===== config.mk =====
export PLATFORM = sky130hd
export DESIGN_NAME = dlbf_data_play_sched_flat
export DESIGN_NICKNAME = d
export VERILOG_FILES = /design/src/rtl/dlbf_data_play_sched_if.sv /design/src/rtl/dlbf_data_play_sched.sv /design/src/flat_wrapper.sv
export SDC_FILE = /design/constraint.sdc
export NUM_CORES = 1
export LEC_CHECK = 0
export CAP_MARGIN = 20
export CORE_AREA = 2 2 107 109
export CTS_BUF_LIST = sky130_fd_sc_hd__clkbuf_8 sky130_fd_sc_hd__clkbuf_16
export DETAILED_ROUTE_END_ITERATION = 10
export DIE_AREA = 0 0 109 111
export HOLD_SLACK_MARGIN = 0.1
export PLACE_DENSITY = 0.8
export SYNTH_ARGS = -nofsm -noshare
export SYNTH_HDL_FRONTEND = slang
export SYNTH_SLANG_ARGS = --single-unit
export TNS_END_PERCENT = 5

===== constraint.sdc =====
create_clock -name m_axis_clk -period 9 [get_ports m_axis_clk]
set_input_delay 1.8 -clock m_axis_clk [delete_from_list [all_inputs] [get_ports m_axis_clk]]
set_output_delay 1.8 -clock m_axis_clk [all_outputs]
set_load 0.1 [all_outputs]

===== src/rtl/dlbf_data_play_sched_if.sv =====
// BRAM read-command bus between the playback scheduler and the DLBF data channels.
// The scheduler drives lock-step read strobes; each channel reports buffer space back.
interface dlbf_data_play_sched_if #(
   parameter int NCH        = 4,
   parameter int ADDR_WIDTH = 16
);
   logic [NCH-1:0]        rd_en;
   logic [ADDR_WIDTH-1:0] rd_addr;
   logic                  rd_last;
   logic [NCH-1:0]        ch_ready;

   modport master (
      output rd_en,
      output rd_addr,
      output rd_last,
      input  ch_ready
   );

   modport slave (
      input  rd_en,
      input  rd_addr,
      input  rd_last,
      output ch_ready
   );
endinterface


===== src/rtl/dlbf_data_play_sched.sv =====
// Central playback scheduler for the DLBF data BRAM-to-AXIS channels (m_axis_clk domain).
// Latches a run configuration on a go rising edge and issues lock-step read commands.
module dlbf_data_play_sched #(
   parameter int NCH        = 4,
   parameter int ADDR_WIDTH = 16,
   parameter int CNT_WIDTH  = 12
) (
   input  logic                  m_axis_clk,
   input  logic                  m_axis_rst,
   input  logic                  go,
   input  logic [NCH-1:0]        ch_en,
   input  logic [CNT_WIDTH-1:0]  niter,
   input  logic [CNT_WIDTH-1:0]  block_size,
   input  logic [ADDR_WIDTH-1:0] rollover_addr,
   dlbf_data_play_sched_if.master rd,
   output logic                  busy,
   output logic                  done,
   output logic                  cfg_err,
   output logic [CNT_WIDTH-1:0]  iter_cnt
);

   typedef enum logic [1:0] {
      S_IDLE,
      S_LOAD,
      S_RUN,
      S_DONE
   } state_t;

   state_t                state_q, state_d;
   logic                  go_q, go_q_d;
   logic                  go_arm_q, go_arm_d;
   logic [NCH-1:0]        en_lat_q, en_lat_d;
   logic [CNT_WIDTH-1:0]  niter_lat_q, niter_lat_d;
   logic [CNT_WIDTH-1:0]  bsize_lat_q, bsize_lat_d;
   logic [ADDR_WIDTH-1:0] roll_lat_q, roll_lat_d;
   logic [ADDR_WIDTH-1:0] addr_q, addr_d;
   logic [CNT_WIDTH-1:0]  word_cnt_q, word_cnt_d;
   logic [CNT_WIDTH-1:0]  iter_q, iter_d;
   logic                  stop_q, stop_d;
   logic [NCH-1:0]        rd_en_q, rd_en_d;
   logic [ADDR_WIDTH-1:0] rd_addr_q, rd_addr_d;
   logic                  rd_last_q, rd_last_d;
   logic                  busy_q, busy_d;
   logic                  done_q, done_d;
   logic                  cfg_err_q, cfg_err_d;

   logic                  go_rise;
   logic                  issue;
   logic                  last_word;
   logic [CNT_WIDTH-1:0]  iter_inc;
   logic                  run_end;

   // go must be seen low after reset before an edge counts, so a go held through reset cannot start a run.
   assign go_rise   = go && !go_q && go_arm_q;
   assign issue     = (state_q == S_RUN) && (&(rd.ch_ready | ~en_lat_q));
   assign last_word = (word_cnt_q == bsize_lat_q - CNT_WIDTH'(1));
   assign iter_inc  = iter_q + CNT_WIDTH'(1);
   // Finite runs end on the niter-th block; continuous runs end on the block during which go fell.
   assign run_end   = (niter_lat_q != '0) ? (iter_inc == niter_lat_q) : (stop_q || !go);

   // NOTE: every signal assigned here gets its default first, so no path leaves it unassigned and no latch is inferred.
   always_comb begin
      state_d     = state_q;
      go_q_d      = go;
      go_arm_d    = go_arm_q | ~go;
      en_lat_d    = en_lat_q;
      niter_lat_d = niter_lat_q;
      bsize_lat_d = bsize_lat_q;
      roll_lat_d  = roll_lat_q;
      addr_d      = addr_q;
      word_cnt_d  = word_cnt_q;
      iter_d      = iter_q;
      stop_d      = stop_q;
      rd_en_d     = '0;
      rd_addr_d   = rd_addr_q;
      rd_last_d   = 1'b0;
      busy_d      = busy_q;
      done_d      = done_q;
      cfg_err_d   = cfg_err_q;

      unique case (state_q)
         S_IDLE: begin
            if (go_rise) state_d = S_LOAD;
         end

         S_LOAD: begin
            en_lat_d    = ch_en;
            niter_lat_d = niter;
            bsize_lat_d = block_size;
            roll_lat_d  = rollover_addr;
            if ((block_size == '0) || (ch_en == '0)) begin
               cfg_err_d = 1'b1;
               state_d   = S_IDLE;
            end else begin
               cfg_err_d  = 1'b0;
               busy_d     = 1'b1;
               addr_d     = '0;
               word_cnt_d = '0;
               iter_d     = '0;
               stop_d     = 1'b0;
               state_d    = S_RUN;
            end
         end

         S_RUN: begin
            if (!go) stop_d = 1'b1;
            if (issue) begin
               rd_en_d   = en_lat_q;
               rd_addr_d = addr_q;
               rd_last_d = last_word;
               addr_d    = (addr_q == roll_lat_q) ? '0 : addr_q + ADDR_WIDTH'(1);
               if (last_word) begin
                  word_cnt_d = '0;
                  iter_d     = iter_inc;
                  if (run_end) begin
                     busy_d  = 1'b0;
                     done_d  = 1'b1;
                     state_d = S_DONE;
                  end
               end else begin
                  word_cnt_d = word_cnt_q + CNT_WIDTH'(1);
               end
            end
         end

         S_DONE: begin
            if (!go) begin
               done_d  = 1'b0;
               state_d = S_IDLE;
            end
         end

         default: state_d = S_IDLE;
      endcase
   end

   // NOTE: sequential state uses non-blocking assignments so every register samples pre-edge values.
   always_ff @(posedge m_axis_clk or posedge m_axis_rst) begin
      if (m_axis_rst) begin
         state_q     <= S_IDLE;
         go_q        <= 1'b0;
         go_arm_q    <= 1'b0;
         en_lat_q    <= '0;
         niter_lat_q <= '0;
         bsize_lat_q <= '0;
         roll_lat_q  <= '0;
         addr_q      <= '0;
         word_cnt_q  <= '0;
         iter_q      <= '0;
         stop_q      <= 1'b0;
         rd_en_q     <= '0;
         rd_addr_q   <= '0;
         rd_last_q   <= 1'b0;
         busy_q      <= 1'b0;
         done_q      <= 1'b0;
         cfg_err_q   <= 1'b0;
      end else begin
         state_q     <= state_d;
         go_q        <= go_q_d;
         go_arm_q    <= go_arm_d;
         en_lat_q    <= en_lat_d;
         niter_lat_q <= niter_lat_d;
         bsize_lat_q <= bsize_lat_d;
         roll_lat_q  <= roll_lat_d;
         addr_q      <= addr_d;
         word_cnt_q  <= word_cnt_d;
         iter_q      <= iter_d;
         stop_q      <= stop_d;
         rd_en_q     <= rd_en_d;
         rd_addr_q   <= rd_addr_d;
         rd_last_q   <= rd_last_d;
         busy_q      <= busy_d;
         done_q      <= done_d;
         cfg_err_q   <= cfg_err_d;
      end
   end

   assign rd.rd_en   = rd_en_q;
   assign rd.rd_addr = rd_addr_q;
   assign rd.rd_last = rd_last_q;
   assign busy       = busy_q;
   assign done       = done_q;
   assign cfg_err    = cfg_err_q;
   assign iter_cnt   = iter_q;

endmodule

===== src/flat_wrapper.sv =====
// flat-port wrapper written by rule: the top's interface ports become plain ports
module dlbf_data_play_sched_flat 
#(
   parameter int NCH        = 4,
   parameter int ADDR_WIDTH = 16,
   parameter int CNT_WIDTH  = 12
)
  (m_axis_clk, m_axis_rst, go, ch_en, niter, block_size, rollover_addr, busy, done, cfg_err, iter_cnt, rd_rd_en, rd_rd_addr, rd_rd_last, rd_ch_ready);
  dlbf_data_play_sched_if #(.NCH(NCH), .ADDR_WIDTH(ADDR_WIDTH)) rd_i ();
  input  logic m_axis_clk;
  input  logic m_axis_rst;
  input  logic go;
  input  logic [NCH-1:0] ch_en;
  input  logic [CNT_WIDTH-1:0] niter;
  input  logic [CNT_WIDTH-1:0] block_size;
  input  logic [ADDR_WIDTH-1:0] rollover_addr;
  output logic busy;
  output logic done;
  output logic cfg_err;
  output logic [CNT_WIDTH-1:0] iter_cnt;
  output wire logic [$bits(rd_i.rd_en)-1:0] rd_rd_en;
  output wire logic [$bits(rd_i.rd_addr)-1:0] rd_rd_addr;
  output wire logic [$bits(rd_i.rd_last)-1:0] rd_rd_last;
  input wire logic [$bits(rd_i.ch_ready)-1:0] rd_ch_ready;
  assign rd_rd_en = rd_i.rd_en;
  assign rd_rd_addr = rd_i.rd_addr;
  assign rd_rd_last = rd_i.rd_last;
  assign rd_i.ch_ready = rd_ch_ready;
  dlbf_data_play_sched #(.NCH(NCH), .ADDR_WIDTH(ADDR_WIDTH), .CNT_WIDTH(CNT_WIDTH)) u_core (.m_axis_clk(m_axis_clk), .m_axis_rst(m_axis_rst), .go(go), .ch_en(ch_en), .niter(niter), .block_size(block_size), .rollover_addr(rollover_addr), .rd(rd_i), .busy(busy), .done(done), .cfg_err(cfg_err), .iter_cnt(iter_cnt));
endmodule

==> flow_summary.yaml <==
floorplan:
  initial_core_util_pct: 53.3
  rows: 39
  die_height_um: 111
  fp.dieW_um: 109
  core_um2: 11100
  io_pins: 87
  dieArea_um2: 12100
cts:
  cts_buffer_depth: 2
  numCtsBuffers: 17
  cts-root-buf: "clkbuf_16"
  cts_max_level: 4
  cts_setup_buffers: 0
  cts.sinks: 113
  ctsHoldBuffers: 0
  cts.reportedPaths.clkPinSlew_ns: 0.05
  cts_tree: "yes"
  clk-insertion-delay-late_ns: 0.41
  cts_resized: 0
worst_setup_path:
  reg2regPathDepth: 8
  arrival_ns: 4.88
  crit_type: "input port to flop"
  path_max_fanout: 31
  critPathBufInv: 1
  crit_chain: "clkdlybuf4s50_1, nand2b_1, o2111a_1, nand2_1, a21bo_2, nor4b_1, nand3_1, xor2_1, nor2_1"
  path_depth: 9
  crit_path_start_kind: "input port"
  cp.required_ns: 9.27
  slowest_stage: "a21bo_2"
  crit_path_max_incr_delay_ns: 0.62
  worstSetupEndpointType: "flop"
  crit_family: "simple AND/OR/NAND/NOR gates"
timing:
  final.min_clock_period_ns: 4.62
  finalCritPeriodShare_pct: 51.3
  clock_skew_ns: 0.00425
  slew_headroom_pct: 33.2
  rsz0062_at_grt: "no"
  tns_ns: 0
  setup_slack_ns: 4.38
  slew_viol_final: 0
  hold_violations: 0
  fmax_mhz: 217
  setup_viol: 0
  worstMarginPinSlew_ns: 0.999
global_route:
  grt_max_degree: 61
  grt_pass1_vias: 4608
  grt_pass1_wl_mm: 23.0
  gr-total-overflow: 0
  grt_use_total_pct: 24.6
  grt_antenna_before_repair: 0
routing:
  drc: 0
  wl_per_cell_um: 17.4
  ant_nets: 0
  first_pass_iters: 5
  drt-initial-drc-count: 177
  num_vias: 4578
  routed_wl_mm: 13.8
  via_per_inst: 5.77
final_layout:
  final_common_cell: "dfrtp_1"
  syn2layout_area_growth_pct: 26.6
  most-common-layout-cells: "dfrtp_1, clkdlybuf4s50_1, mux2_2"
  stdcell_area_um2: 7480
  drive_gt1_share_pct: 17.2
  fin_cells: 794
  nets: 697
  diodes: 0
synthesis:
  ys_warn_count: 0
  synth_ff_type: "dfrtp_1"
  syn_nets: 609
  synth_top_area_share_pct: 47.9
  ys_seq_area_share_pct: 47.9
  synth_cells: 550
  yosys.area.top_type: "dfrtp_1"
  ys_ff_latch: 113
  yosys-top-cells-area: "dfrtp_1, mux2_2, xor2_1"
  syn-mean-instance-area_um2: 10.7
  yosys.cell_types.count: 70
  synth_edf_count: 0
  netlist_area_um2: 5910
  async_flop_share_pct: 100
place:
  place_area_um2: 6880
  finalWeightedCongestion: 0.844
  dp_cells: 762
  dp.final_hpwl_mm: 9.71
  portBuffers: 86
  post-place-ws_ns: 4.00
hold_path:
  hold_path.class: "flop to flop"
  hold_depth: 1
job:
  drv_cap: 0
power_and_ir_drop:
  leakage_nw: 3.16
  irDropWorstVdd_mv: 0.169
  p_per_area_nw_per_um2: 305
run_status:
  outcome: "completed"
power breakdown:
group	switching, mW	internal (mW)	total [mW]
sequential	0.132	0.640	0.772
combinational	0.495	0.355	0.849
clock	0.227	0.433	0.659
total	0.854	1.43	2.28
final timing paths:
kind                                                          end                          start  slack, ns
worst max register to register      u_core.addr_q[15]$_DFFE_PP0P_  u_core.state_q[0]$_DFFE_PP0P_       5.86
worst max-delay path                u_core.addr_q[15]$_DFFE_PP0P_                 rd_ch_ready[0]       4.38
worst min-delay path                    u_core.go_arm_q$_DFF_PP0_      u_core.go_arm_q$_DFF_PP0_       0.47
worst min register to register          u_core.go_arm_q$_DFF_PP0_      u_core.go_arm_q$_DFF_PP0_       0.47
max in group asynchronous         u_core.iter_cnt[10]$_DFFE_PP0P_                     m_axis_rst       5.98
min in group asynchronous       u_core.rd.rd_addr[13]$_DFFE_PP0P_                     m_axis_rst       1.86
registers in the layout, summed over array words and instances (netlist names), 4 cells and up, named ones only:
name / flops
u_core.roll_lat_q: 16
u_core.niter_lat_q: 12
u_core.rd.rd_en: 4
u_core.rd.rd_addr: 16
u_core.word_cnt_q: 12
u_core.bsize_lat_q: 12
u_core.en_lat_q: 4
u_core.addr_q: 16
u_core.iter_cnt: 12
metal layers:
| layer | wire [µm] | vias up | GRT usage (%) |
|---|---|---|---|
| li1 | - | 2156 | - |
| met5 | 0 | - | 0 |
| met2 | 6990 | 144 | 39.5 |
| met4 | 212 | 0 | 8.46 |
| met3 | 675 | 20 | 6.35 |
| met1 | 5910 | 2258 | 32.3 |
cells in the mapped netlist (9+ instances only):
master / count
a21oi_1: 10
and3_1: 11
clkbuf_1: 14
dfrtp_1: 113
inv_1: 16
mux2_2: 56
nand2_1: 39
nand3_1: 19
nand4_1: 9
nor2_1: 34
nor3_1: 12
nor4_1: 14
o21ai_0: 42
xnor2_1: 24
xor2_1: 32
kinds of logic (layout without fill, tap and decap cells):
group	after synthesis	count (layout)	share of synthesized area, %
DFF	113	113	47.9
xor gates and xnor gates	56	56	8.30
muxes	59	59	11.2
adders and majority gates	8	8	1.69
buffers and inverters	36	137	2.56
and+or+nand+nor	179	179	16.5
AOI/OAI and AO/OA	99	99	11.8
metrics by stage:
step,utilization [%],power (mW),hold WS (ns)
after floorplan,-,1.42,0.435
after global placement,62.1,1.59,0.449
after detailed placement,62.1,1.62,0.456
after CTS,67.5,2.29,0.469
after global routing,67.5,2.40,0.475
final,67.5,2.28,0.469
area by class of cell:
class | instances | area [µm²]
repair buffers | 89 | 883
flip-flops and latches | 113 | 2830
clock inverters | 11 | 114
clock buffers | 21 | 480
well taps | 143 | 179
fillers | 812 | 3600
multi-input cells | 401 | 2930
inverters | 16 | 62.6
No activity file was read; power rests on OpenSTA's default activity.
